[src/rtl/mem_arb_pkg.sv]
// Shared types, port ids and range check for the two-port memory arbiter.
package mem_arb_pkg;

   typedef enum logic [1:0] {
      IDLE,
      ACCESS,
      DONE
   } state_t;

   localparam logic PORT_I = 1'b0;
   localparam logic PORT_D = 1'b1;

   localparam int MEM_BYTES_DEF = 128;

   // One extra bit keeps addresses near the top of the space from wrapping.
   function automatic logic in_range(
      input logic [31:0] addr,
      input logic        byte_op,
      input int unsigned mem_bytes
   );
      logic [32:0] last;
      last = {1'b0, addr} + (byte_op ? 33'd0 : 33'd3);
      return last < {1'b0, mem_bytes};
   endfunction

endpackage

[src/rtl/mem_arb_grant.sv]
// Grant selection between fetch and data ports.
// Policy: fixed D-over-I, or alternation when MEM_ARB_ROUND_ROBIN_EN is defined.
module mem_arb_grant
   import mem_arb_pkg::*;
(
   input  logic i_req,
   input  logic d_req,
   input  logic last_grant,
   output logic grant,
   output logic valid
);

`ifdef MEM_ARB_ROUND_ROBIN_EN
   always_comb begin
      valid = i_req | d_req;
      grant = PORT_I;
      if (i_req && d_req) begin
         grant = ~last_grant;
      end else if (d_req) begin
         grant = PORT_D;
      end
   end
`else
   logic lg_unused;
   assign lg_unused = last_grant;

   always_comb begin
      valid = i_req | d_req;
      grant = d_req ? PORT_D : PORT_I;
   end
`endif

endmodule

[src/rtl/mem_arbiter.sv]
// Serialising arbiter in front of the shared byte-addressed memory.
// Contention policy selected by MEM_ARB_ROUND_ROBIN_EN (see mem_arb_grant).
module mem_arbiter
   import mem_arb_pkg::*;
#(
   parameter int ADDR_W    = 18,
   parameter int DATA_W    = 32,
   parameter int MEM_BYTES = MEM_BYTES_DEF
) (
   input  logic              clk,
   input  logic              reset,
   input  logic              i_req,
   input  logic [ADDR_W-1:0] i_addr,
   output logic              i_ack,
   output logic [DATA_W-1:0] i_rdata,
   output logic              i_err,
   input  logic              d_req,
   input  logic              d_we,
   input  logic              d_byte,
   input  logic [ADDR_W-1:0] d_addr,
   input  logic [DATA_W-1:0] d_wdata,
   output logic              d_ack,
   output logic [DATA_W-1:0] d_rdata,
   output logic              d_err,
   output logic [ADDR_W-1:0] mem_address,
   output logic [DATA_W-1:0] mem_write_data,
   output logic              mem_read,
   output logic              mem_write,
   output logic              mem_byte,
   input  logic [DATA_W-1:0] mem_read_data
);

   state_t state, state_nxt;

   logic last_grant;
   logic grant;
   logic grant_vld;
   logic sel_port;
   logic sel_we;
   logic sel_byte;

   logic              req_ok;
   logic              req_we;
   logic              req_byte;
   logic [ADDR_W-1:0] req_addr;
   logic [DATA_W-1:0] rd_val;

   mem_arb_grant u_grant (
      .i_req      (i_req),
      .d_req      (d_req),
      .last_grant (last_grant),
      .grant      (grant),
      .valid      (grant_vld)
   );

   always_comb begin
      req_addr = (grant == PORT_D) ? d_addr : i_addr;
      req_we   = (grant == PORT_D) && d_we;
      req_byte = (grant == PORT_D) && d_byte;
      req_ok   = in_range(32'(req_addr), req_byte, MEM_BYTES);
   end

   always_comb begin
      rd_val = '0;
      if (!sel_we) begin
         rd_val = sel_byte ?
            {{(DATA_W-8){1'b0}}, mem_read_data[7:0]} :
            mem_read_data;
      end
   end

   always_ff @(posedge clk or posedge reset) begin
      if (reset) begin
         state <= IDLE;
      end else begin
         state <= state_nxt;
      end
   end

   always_comb begin
      state_nxt = state;
      mem_read  = 1'b0;
      mem_write = 1'b0;
      mem_byte  = 1'b0;
      i_ack     = 1'b0;
      d_ack     = 1'b0;
      unique case (state)
         IDLE: begin
            if (grant_vld) begin
               state_nxt = req_ok ? ACCESS : DONE;
            end
         end
         ACCESS: begin
            mem_read  = ~sel_we;
            mem_write = sel_we;
            mem_byte  = sel_byte;
            state_nxt = DONE;
         end
         DONE: begin
            i_ack     = (sel_port == PORT_I);
            d_ack     = (sel_port == PORT_D);
            state_nxt = IDLE;
         end
         default: state_nxt = IDLE;
      endcase
   end

   // Out-of-range grants skip ACCESS, so their result is loaded at grant time.
   always_ff @(posedge clk or posedge reset) begin
      if (reset) begin
         last_grant     <= PORT_I;
         sel_port       <= PORT_I;
         sel_we         <= 1'b0;
         sel_byte       <= 1'b0;
         mem_address    <= '0;
         mem_write_data <= '0;
         i_rdata        <= '0;
         i_err          <= 1'b0;
         d_rdata        <= '0;
         d_err          <= 1'b0;
      end else begin
         if (state == IDLE && grant_vld) begin
            last_grant <= grant;
            sel_port   <= grant;
            sel_we     <= req_we;
            sel_byte   <= req_byte;
            if (req_ok) begin
               mem_address <= req_addr;
               if (req_we) begin
                  mem_write_data <= d_wdata;
               end
            end else if (grant == PORT_D) begin
               d_rdata <= '0;
               d_err   <= 1'b1;
            end else begin
               i_rdata <= '0;
               i_err   <= 1'b1;
            end
         end
         if (state == ACCESS) begin
            if (sel_port == PORT_D) begin
               d_rdata <= rd_val;
               d_err   <= 1'b0;
            end else begin
               i_rdata <= rd_val;
               i_err   <= 1'b0;
            end
         end
      end
   end

endmodule

[config.mk]
export PLATFORM = sky130hd
export DESIGN_NAME = mem_arbiter
export DESIGN_NICKNAME = d
export VERILOG_FILES = /design/src/rtl/mem_arb_pkg.sv /design/src/rtl/mem_arb_grant.sv /design/src/rtl/mem_arbiter.sv
export SDC_FILE = /design/constraint.sdc
export NUM_CORES = 1
export LEC_CHECK = 0
export BUFFER_PORTS_ARGS = -buffer_cell sky130_fd_sc_hd__clkbuf_2
export CELL_PAD_IN_SITES_DETAIL_PLACEMENT = 0
export CELL_PAD_IN_SITES_GLOBAL_PLACEMENT = 2
export CORE_MARGIN = 5
export CORE_UTILIZATION = 28
export DETAILED_ROUTE_END_ITERATION = 6
export HOLD_SLACK_MARGIN = 0.15
export MAX_ROUTING_LAYER = met4
export PLACE_DENSITY = 0.84
export SLEW_MARGIN = 20
export SYNTH_ARGS = -nofsm -noshare
export SYNTH_HDL_FRONTEND = slang
export SYNTH_SLANG_ARGS = --single-unit
export TNS_END_PERCENT = 30
[constraint.sdc]
create_clock -name clk -period 5.2 [get_ports clk]
set_input_delay 0.78 -clock clk [delete_from_list [all_inputs] [get_ports clk]]
set_output_delay 0.78 -clock clk [all_outputs]
set_load 0.01 [all_outputs]
==> summary.txt <==
Die
  – Die X: ~150 microns
  – DIE AREA: 22200 sq um
  – # rows: 50
  – Die height: 149 microns
  – Initial Util: roughly 29%
  – I/O pin cnt: 227
  – Core Area: 18900 sq um

Placed design
  – Area after DPL: 6810 sq um
  – Placed Instances: 981
  – Placer Congestion: 0.763
  – DP HPWL: 12100 microns
  – PortBufs: 226

Synthesis
  – Unique cell type count in the Yosys netlist: 43
  – Predominant post-synthesis flop cell: dfrtp_1
  – Syn_nets: approximately 630
  – Post-synthesis cell count: roughly 520
  – Syn Std Cell Area: 5420 sq um
  – Seq/Total Area, Yosys: 55.9%
  – Synth Register Bits: 121
  – Post-synth EDFFs: 0
  – Synth Warn #: 0
  – Asr flop ratio synth: 100%
  – Avg Inst Size Synth: 10.4 sq um

STA
  – Min Clock Period, post-route: 4.04 ns
  – Max-slew violation total from the final report: 0
  – Hold Slack: 0.373 ns
  – Slew headroom: 49.6%
  – RSZ-0062 raised after global routing: false
  – Slew at the pin closest to its max-slew limit: 0.756 ns
  – Setup TNS: 0 ns
  – Final-report hold violation count: 0
  – Final period util: 77.7%
  – Final setup skew: 0.00608 ns
  – Finish-stage setup viols: 0
  – Max Fclk: between 200 and 250 MHz

Final layout
  – Area Growth Syn to Fin: 37.7%
  – Number of diodes: 0
  – Layout cells sized above 1: 39.5%
  – Non-filler cells, final: 1014
  – Post-Layout Inst Area: 7470 sq um
  – Fillers: 1948
  – Nets: 848

Setup path
  – Reg2Reg Setup Slack: 3.21 ns
  – CP required: approximately 5.5 ns
  – WP buf/inv: 2
  – CP top delay family: compound AO/OA/AOI/OAI gates
  – Crit path largest cell delay: 0.68 ns
  – Worst-path fanout max: 35
  – Worst R2R Path Depth: 4
  – Cell Chain, Critical Path: clkbuf_2 -> buf_4 -> nand4_1 -> a222oi_1 -> a21o_1 -> o211ai_1 -> a2111oi_4 -> nand3_4 -> mux2_1
  – CP Class: in2reg
  – CP Launch Type: input port
  – Worst path slowest cell: a222oi_1
  – Reg-to-Reg Start: state[1]
  – Critical Path End Type: register
  – WP data arrival: roughly 4.3 ns
  – Critical R2R Capture: mem_write_data[16]

Drt
  – Drt wl/cell: between 15 and 20 microns
  – First-pass iteration count of the detailed router: 4
  – Vias per cell: 4.57
  – DRT Wirelength: 16800 microns
  – Via Count: between 4000 and 5000
  – DRT antenna net count: 0
  – DR iter-0 viols: 282
  – Remaining DRCs: 0

GRT
  – Largest net degree at the start of global routing: 53
  – Antenna violations before repair: 0
  – Vias in the first global route: approximately 4800
  – GR Util All Layers: 15.6%
  – First-pass GRT wire length: 26500 microns
  – Gr ovfl total: 0

Hold path
  – Type of the worst min-delay path: in2async

Clock tree
  – Num Clock Sinks: 121
  – CTS tree: built
  – H-tree depth: 4
  – CTS resizes: 0
  – TritonCTS Buffers: 17
  – Clock-pin slew on the worst setup and hold paths: 0.06 ns
  – Longest Clk Path Bufs: 2
  – Worst-Skew Late Latency: approximately 0.4 ns
  – Root buffer cell: clkbuf_16
  – CTS hold repair buffers: 0
  – Post-CTS setup buffer count: 0

Pwr
  – Total power: between 2000 and 2500 uW
  – LEAKAGE: 0.00381 uW
  – Pwr/cell area: roughly 320 nW/um^2
  – Peak VDD IR: approximately 200 uV

Flow run
  – Max Cap Violations: 0

Outcome
  – Status: complete, no violations
==> how the worst max path moves through the flow <==
stage               start                  to  slack (ns)  depth (start not counted)
finish              d_req  mem_write_data[16]        1.16                          9
detailed placement  d_req   mem_write_data[2]        0.73                         10
floorplan           d_req   mem_write_data[0]        0.80                         14
global route        d_req   mem_write_data[2]        0.86                          9
global placement    d_req  mem_write_data[16]        0.79                          9
CTS                 d_req   mem_write_data[2]        1.17                          9
==> power by group <==
group	internal, uW	switching, uW	total (uW)	leakage [uW]
logic	69.7	115	184	0.00183
registers	947	11.9	959	0.00167
clock network	818	448	1270	0.000307
total	1830	574	2410	0.00381
==> placed cells by master, fill, tap and decap left out, types with 8 or more instances in the layout <==
cell,synthesis,routed
a21oi_1,70,68
mux2_1,30,30
nand2_1,95,95
buf_4,0,8
nand3_1,58,58
clkbuf_2,0,226
dfrtp_1,121,121
nor2b_1,10,10
clkbuf_16,0,17
mux2_2,20,20
and2_1,15,15
==> metrics by stage <==
stage | util, % | worst slack [ns]
after detailed placement | 36.1 | 0.730
final | 39.5 | 1.16
after global routing | 39.5 | 0.859
after CTS | 39.4 | 1.17
after global placement | 36.1 | 0.789
after floorplan | - | 0.804
==> kinds of logic after synthesis <==
group | after synthesis | share of synthesized area, %
mux | 54 | 11.1
fa+ha+maj | 1 | 0.231
simple gates | 208 | 18.6
buf+inv | 40 | 3.28
flops | 121 | 55.9
compound gates | 98 | 10.9
==> metal layers <==
| metal | GRT usage [%] | share of wire, % | vias to the layer above |
|---|---|---|---|
| li1 | - | - | 2263 |
| met1 | 19.8 | 44 | 2214 |
| met2 | 24.4 | 49 | 153 |
| met3 | 4.44 | 6.2 | 8 |
| met4 | 4.53 | 0.92 | 0 |
| met5 | - | 0 | - |
==> cells in the mapped netlist (all sizes together) (3+ instances only) <==
library cell	number	area, sq um
nand4	5	31.3
nand3	60	318
o21ai	6	30.0
nand3b	4	30.0
buf	8	57.6
a21o	7	52.6
a21oi	70	350
nand4b	3	26.3
and2	15	93.8
mux2i	4	40.0
nor2	7	26.3
nand2	95	357
inv	5	18.8
dfrtp	121	3030
clkbuf	27	101
nor2b	10	62.6
mux2	50	563
==> state kept, by name, summed over array words and instances (netlist names) <==
name,cells
state,2
mem_address,18
d_err,1
i_rdata,32
sel_we,1
i_err,1
mem_write_data,32
sel_byte,1
sel_port,1
d_rdata,32
==> area by class of cell <==
type | instances | area [sq um] | area share, %
clock buffers | 18 | 439 | 5.88
clock inverters | 14 | 194 | 2.60
inverters | 5 | 21.3 | 0.285
multi-input cells | 361 | 2250 | 30.1
flip-flops and latches | 121 | 3030 | 40.6
well taps | 260 | 325 | 4.36
repair buffers | 235 | 1210 | 16.2
Note: power is estimated with default switching activity, not from simulation.
